File: config.mk
export PLATFORM = sky130hd
export DESIGN_NAME = cim_seq_lif
export DESIGN_NICKNAME = d
export VERILOG_FILES = /design/src/rtl/cim_seq_lif.sv
export SDC_FILE = /design/constraint.sdc
export NUM_CORES = 1
export LEC_CHECK = 0
export ABC_AREA = 0
export ABC_CLOCK_PERIOD_IN_PS = 18400
export BUFFER_PORTS_ARGS = -buffer_cell sky130_fd_sc_hd__clkbuf_2
export CORE_AREA = 2 2 196 198
export CTS_CLUSTER_DIAMETER = 80
export DETAILED_ROUTE_END_ITERATION = 8
export DIE_AREA = 0 0 198 200
export PLACE_DENSITY_LB_ADDON = 0.2
export SYNTH_ARGS = -nofsm -noshare
export SYNTH_HDL_FRONTEND = slang
export SYNTH_SLANG_ARGS = --single-unit
File: constraint.sdc
create_clock -name clk -period 18.4 [get_ports clk]
set_clock_uncertainty 0.05 [all_clocks]
set_input_delay 5.52 -clock clk [delete_from_list [all_inputs] [get_ports clk]]
set_output_delay 5.52 -clock clk [all_outputs]
set_load 0.01 [all_outputs]
File: src/rtl/cim_seq_lif.sv
// Timestep sequencer for a compute-in-memory macro: drives the DAC/CIM/ADC handshake,
// then integrates each bitline result into a leaky integrate-and-fire membrane.
module cim_seq_lif #(
    parameter int unsigned NUM_INPUTS     = 49,
    parameter int unsigned NUM_OUTPUTS    = 10,
    parameter int unsigned TIMEOUT_CYCLES = 255
) (
    input  logic                           clk,
    input  logic                           rst_n,
    input  logic                           step_valid,
    output logic                           step_ready,
    input  logic [NUM_INPUTS-1:0]          step_spikes,
    input  logic [15:0]                    threshold,
    input  logic [3:0]                     leak_shift,
    input  logic                           clear_mem,
    output logic [NUM_INPUTS-1:0]          wl_spike,
    output logic                           dac_valid,
    input  logic                           dac_ready,
    output logic                           cim_start,
    input  logic                           cim_done,
    output logic                           adc_start,
    input  logic                           adc_done,
    output logic [$clog2(NUM_OUTPUTS)-1:0] bl_sel,
    input  logic [7:0]                     bl_data,
    output logic [NUM_OUTPUTS-1:0]         out_spikes,
    output logic                           out_valid,
    output logic                           busy,
    output logic                           err_timeout,
    input  logic [$clog2(NUM_OUTPUTS)-1:0] mem_rd_idx,
    output logic [15:0]                    mem_rd_data
);
    localparam int unsigned SW = $clog2(NUM_OUTPUTS);
    localparam int unsigned TW = $clog2(TIMEOUT_CYCLES + 1);
    localparam logic [SW-1:0] LAST_SEL  = SW'(NUM_OUTPUTS - 1);
    localparam logic [TW-1:0] LAST_TICK = TW'(TIMEOUT_CYCLES - 1);

    typedef enum logic [2:0] {
        StIdle, StDac, StCimGo, StCimWait, StAdcGo, StAdcWait, StRead, StDone
    } state_e;

    state_e                  state_q, state_d;
    logic [TW-1:0]           timer_q;
    logic [15:0]             thr_q;
    logic [3:0]              shift_q;
    logic [SW-1:0]           bl_sel_q;
    logic [NUM_OUTPUTS-1:0]  spike_acc_q, spike_next;
    logic [NUM_OUTPUTS-1:0]  out_spikes_q;
    logic [NUM_INPUTS-1:0]   wl_q;
    logic                    err_q;
    logic [15:0]             mem_q [NUM_OUTPUTS];

    logic        accept, timeout;
    logic [15:0] v, leak, sum_sat;
    logic [16:0] sum17;
    logic        fire;

    always_ff @(posedge clk or negedge rst_n) begin
        if (!rst_n) state_q <= StIdle;
        else        state_q <= state_d;
    end

    always_comb begin
        state_d    = state_q;
        step_ready = 1'b0;
        dac_valid  = 1'b0;
        cim_start  = 1'b0;
        adc_start  = 1'b0;
        out_valid  = 1'b0;
        accept     = 1'b0;
        timeout    = 1'b0;
        unique case (state_q)
            StIdle: begin
                step_ready = !clear_mem;
                if (step_valid && !clear_mem) begin
                    accept  = 1'b1;
                    state_d = StDac;
                end
            end
            StDac: begin
                dac_valid = 1'b1;
                if (dac_ready) state_d = StCimGo;
            end
            StCimGo: begin
                cim_start = 1'b1;
                state_d   = StCimWait;
            end
            StCimWait: begin
                if (cim_done) begin
                    state_d = StAdcGo;
                end else if (timer_q == LAST_TICK) begin
                    timeout = 1'b1;
                    state_d = StIdle;
                end
            end
            StAdcGo: begin
                adc_start = 1'b1;
                state_d   = StAdcWait;
            end
            StAdcWait: begin
                if (adc_done) begin
                    state_d = StRead;
                end else if (timer_q == LAST_TICK) begin
                    timeout = 1'b1;
                    state_d = StIdle;
                end
            end
            StRead: begin
                if (bl_sel_q == LAST_SEL) state_d = StDone;
            end
            StDone: begin
                out_valid = 1'b1;
                state_d   = StIdle;
            end
            default: state_d = StIdle;
        endcase
    end

    // Neuron update for the currently selected bitline; leak never exceeds v, so no underflow.
    always_comb begin
        v       = mem_q[bl_sel_q];
        leak    = (shift_q == 4'd0) ? 16'd0 : (v >> shift_q);
        sum17   = {1'b0, v - leak} + {9'd0, bl_data};
        sum_sat = sum17[16] ? 16'hFFFF : sum17[15:0];
        fire    = (sum_sat >= thr_q);
        spike_next           = spike_acc_q;
        spike_next[bl_sel_q] = fire;
    end

    always_ff @(posedge clk or negedge rst_n) begin
        if (!rst_n) begin
            timer_q      <= '0;
            thr_q        <= '0;
            shift_q      <= '0;
            bl_sel_q     <= '0;
            spike_acc_q  <= '0;
            out_spikes_q <= '0;
            wl_q         <= '0;
            err_q        <= 1'b0;
            for (int i = 0; i < NUM_OUTPUTS; i++) mem_q[i] <= '0;
        end else begin
            if (state_q == StCimGo || state_q == StAdcGo) begin
                timer_q <= '0;
            end else if (state_q == StCimWait || state_q == StAdcWait) begin
                timer_q <= timer_q + 1'b1;
            end
            if (accept) begin
                wl_q    <= step_spikes;
                thr_q   <= threshold;
                shift_q <= leak_shift;
            end
            if (timeout) err_q <= 1'b1;
            if (state_q == StIdle && clear_mem) begin
                err_q <= 1'b0;
                for (int i = 0; i < NUM_OUTPUTS; i++) mem_q[i] <= '0;
            end
            if (state_q == StRead) begin
                mem_q[bl_sel_q] <= fire ? 16'd0 : sum_sat;
                spike_acc_q     <= spike_next;
                if (bl_sel_q == LAST_SEL) begin
                    bl_sel_q     <= '0;
                    out_spikes_q <= spike_next;  // valid alongside out_valid in DONE
                end else begin
                    bl_sel_q <= bl_sel_q + 1'b1;
                end
            end
        end
    end

    assign wl_spike    = wl_q;
    assign bl_sel      = bl_sel_q;
    assign out_spikes  = out_spikes_q;
    assign busy        = (state_q != StIdle);
    assign err_timeout = err_q;
    assign mem_rd_data = (32'(mem_rd_idx) < NUM_OUTPUTS) ? mem_q[mem_rd_idx] : 16'd0;

endmodule

* After elaboration in Yosys (flattened, before gate mapping)
Cells that the tools add are included.
Storage, ports and cells: register bits 265, word-level logic and storage cells 100, output and inout port bits 86
Operators by class: equal/unequal tests 12, multiplexer cells 41, bitwise gates (word level) 2, $lt $le $gt $ge 7, shift-type cells 1, $add $sub $neg 4, reduce and logical (&&, ||, !) cells 14
Operators with widths (count):
- $mux W160 | 2
- $bwmux W160 | 1
- $mux W16 | 9
- $bmux W16 S4 | 2
- $demux W16 S4 | 1
- $pmux W3 S8 | 1
- $mux W3 | 6
- $add A16 B8 Y17 | 1
- $ge A16 B16 Y1 | 1
- $mux W8 | 2
- $shr A16 B4 Y16 | 1
- $sub A16 B16 Y16 | 1
- $mux W1 | 13
- $eq A3 B3 Y1 const B | 4
- $bwmux W10 | 1
- $ge A5 B5 Y1 const B | 2
- $not A4 Y5 | 2
- $add A8 B1 Y8 const B | 1
- $eq A8 B8 Y1 const B | 1
- $eq A3 B2 Y1 const B | 2
- $ne A2 B2 Y1 const B | 3
- $lt A4 B5 Y1 const B | 1
- $lt A5 B1 Y1 const B | 1
- $add A4 B1 Y4 const B | 1
- other kinds (16) | 21

* Depth between registers and ports, before layout
word-level depth 13, depth in mapped cells 39, gate-level depth less buffers 34

* Worst setup path after synthesis
OpenSTA, ideal clock, no wires.
kind input to output, start input mem_rd_idx[0], end output mem_rd_data[11], slack 5646 ps, arrival time 7184 ps, stages on the path 5, path buffers 2, required time 12830 ps, path through buf_1 -> clkbuf_1 -> mux4_2 -> nand2_1 -> a21oi_1
On the way: word-level cells in the longest chain between the ends 5, elaborated cells on any way between the ends 6, classes of those cells order compare (1); mux (4); bitwise (1)
RTL lines:
- start: declaration | RTL line 29 | input logic [$clog2(NUM_OUTPUTS)-1:0] mem_rd_idx,
- $not A4 Y5 (implied by the code) | RTL line 174 | assign mem_rd_data = (32'(mem_rd_idx) < NUM_OUTPUTS) ? mem_q[mem_rd_idx] : 16'd0;
- $bmux W16 S4 | RTL line 174
- $mux W16 (implied by the code) (2 in series) | RTL line 174
- $mux W16 (*) | RTL line 174
- end: declaration | RTL line 30 | output logic [15:0] mem_rd_data
Mark *: on every way between the ends. The rest lies on a longest branch, timed or not. The select of a mux whose other input is x is not followed.

* Final worst setup path
start input mem_rd_idx[0], end output mem_rd_data[6]
Same word-level chain as after synthesis.

==> impl_metrics.csv <==
group,metric,value,unit
worst_setup_path,path_cells,"buf_2 -> buf_4 -> mux4_2 -> a221oi_1 -> a21oi_1 -> clkbuf_2",
final_layout,layout.nets,1568,
placed_design,place_congestion,0.8536,
floorplanning,initial_utilization,39.50,%
synth,synth_area_leaders,"dfrtp_1 45%, mux4_2 9.9%, a22o_1 7.8%",
floorplanning,dieArea,39600,um2
worst_setup_path,worst_path_dominant_cell_family,"buffers and inverters",
synth,synth-seq-cells,264,
worst_setup_path,setup.worst_path.start_class,"primary input",
placed_design,port_buffers,173,
clock_tree,htreeDepth,1,
worst_setup_path,arrival,7.66,ns
final_layout,mostFrequentLayoutCell,"dfrtp_1",
synth,synthFlopType,"dfrtp_1",
final_layout,area_delta_synth_final,15.46,%
placed_design,post-dp-hpwl,30.05,mm
drt,vias,11380,
synth,postSynthAreaPerCell,11.33,um2
floorplanning,fp.coreArea,37400,um2
timing,fin_ws,5.173,ns
timing,finalSetupViolCount,0,
synth,synthDistinctLibCells,62,
worst_setup_path,end_kind,"output port",
synth,ys.warnings.count,0,
clock_tree,clk_pin_slew,0.06,ns
synth,postSynth.asyncResetShare,100.0,%
timing,fin_crit_sh,71.89,%
status,status,"completed",
floorplanning,placementRows,71,
global_route,grt_pass1_wl,68.77,mm
flow_run,maxCapViolCount,0,
clock_tree,clock_latency,0.58,ns
timing,min_period,13.23,ns
hold_path,hp-class,"reg2reg",
timing,tightest_slew,1.139,ns
synth,syn-cell-area,14770,um2
global_route,antenna_found_initial,0,
drt,ant_nets,0,
worst_setup_path,path_buf_inv,3,
global_route,overflow,0,
synth,synth_top_cell_area_share,44.72,%
final_layout,n_antenna_cell,0,
floorplanning,die_h,200,um
drt,detail_route.wl_per_cell,22.02,um
final_layout,layout-drive-gt1-share,29.35,%
worst_setup_path,worstPathRequired,12.83,ns
synth,syn-instance-count,1304,
clock_tree,clk_path_buf_depth,3,
timing,hold_viol,0,
global_route,grt_pass1_vias,11560,
clock_tree,cts_hold_buf,0,
synth,synth_edf_count,0,
timing,finalSetupTns,0,ns
global_route,track_usage,22.41,%
worst_setup_path,critPathMaxStageDelay,0.69,ns
clock_tree,cts_buffers,30,
clock_tree,post_cts_buffers,0,
drt,viasPerCell,5.786,
floorplanning,die_w,198,um
drt,totalWireLength,43.29,mm
timing,fmax,75.60,MHz
final_layout,layout_common_cells,"262 x dfrtp_1, 171 x clkbuf_2, 131 x a22o_1",
clock_tree,cts_resized,0,
drt,drc,0,
clock_tree,cts_tree,"done",
timing,slew_headroom,24.00,%
floorplanning,io_pins,174,
synth,synth_top_area_cell,"dfrtp_1",
global_route,grt_max_degree,93,
drt,first_pass_iters,5,
placed_design,pre_cts_ws,5.153,ns
drt,detail_route.iter0.violations,866,
clock_tree,clock_sinks,264,
timing,rsz0062_at_grt,"no",
timing,drv_slew,0,
worst_setup_path,critical_path.max_fanout,48,
synth,synth-seq-area-share,44.72,%
clock_tree,cts-root-buf,"clkbuf_16",
worst_setup_path,worst-setup-path-type,"in2out",
worst_setup_path,cpMaxStageDelayCell,"buf_4",
synth,syn_nets,1437,
[through the flow]
step	util, %	hold slack (ns)	instance area (um2)	cells
after floorplan	-	0.4167	14770	1304
after global placement	43.04	0.4306	16100	1914
after detailed placement	43.04	0.4399	16100	1914
after CTS	45.61	0.4545	17060	1966
after global routing	45.61	0.4657	17060	1966
final	45.61	0.4526	17060	1966
[synthesized netlist by cell type, drive strengths merged (3+ instances only)]
cell,number
dfrtp,264
a21oi,59
or2,3
a31oi,8
buf,37
nand4,5
a21o,18
o21a,5
o22ai,12
nand3b,4
and3,7
o21ai,66
nand2,106
nand3,7
ha,43
nand2b,12
inv,30
clkbuf,61
or3,9
nor2,80
xnor2,15
xor2,13
a221oi,20
mux2,93
nor3,24
a22oi,8
nor2b,12
o211ai,5
nor3b,6
a22o,131
mux2i,44
mux4,65
[layout make-up]
type                            count  area, um2
Clock buffer                       43      849.6
Clock inverter                      9      111.4
Fill cell                        3504      20340
Inverter                           30      112.6
Multi-Input combinational cell    912       7677
Sequential cell                   264       6611
Tap cell                          511      639.4
Timing Repair Buffer              197       1056
[worst paths after layout]
path	start	endpoint	slack, ns	depth (start not counted)
worst max-delay path	mem_rd_idx[0]	mem_rd_data[6]	5.17	6
worst min-delay path	mem_q[92]$_DFF_PN0_	mem_q[92]$_DFF_PN0_	0.45	2
worst max register to register	bl_sel[0]$_DFFE_PN0P_	mem_q[74]$_DFF_PN0_	7.70	36
worst min register to register	mem_q[92]$_DFF_PN0_	mem_q[92]$_DFF_PN0_	0.45	2
max in group asynchronous	rst_n	thr_q[14]$_DFFE_PN0P_	11.99	2
min in group asynchronous	rst_n	wl_spike[24]$_DFFE_PN0P_	4.90	1
[worst min-delay path, cell delays in order (launching register included)]
cell	delay, ns
dfrtp_1	0.35
nand2_1	0.05
o21ai_1	0.06
[routing by layer]
layer	vias up	wire length (um)	track usage, %
li1	5154	-	-
met1	5748	19440	31.37
met2	397	19690	35.07
met3	76	3068	4.721
met4	0	1092	6.962
met5	-	0	0
[logic make-up after synthesis]
family                     share of synthesized area [%]
DFF                                                44.72
and+or+nand+nor                                    8.858
buffers and inverters                              3.709
muxes                                              19.98
adders and majority gates                          3.913
AOI/OAI and AO/OA                                  17.17
xor gates and xnor gates                           1.660
[sequential cells by signal (all words and copies together) (netlist names)]
name         count
wl_spike        49
timer_q          8
mem_q          160
out_spikes      10
err_timeout      1
thr_q           16
shift_q          4
bl_sel           4
spike_acc_q      9
state_q          3
Power is left out: the tool's default activity adds up to more than one toggle a clock period on the data nets, which glitch-free logic cannot reach.
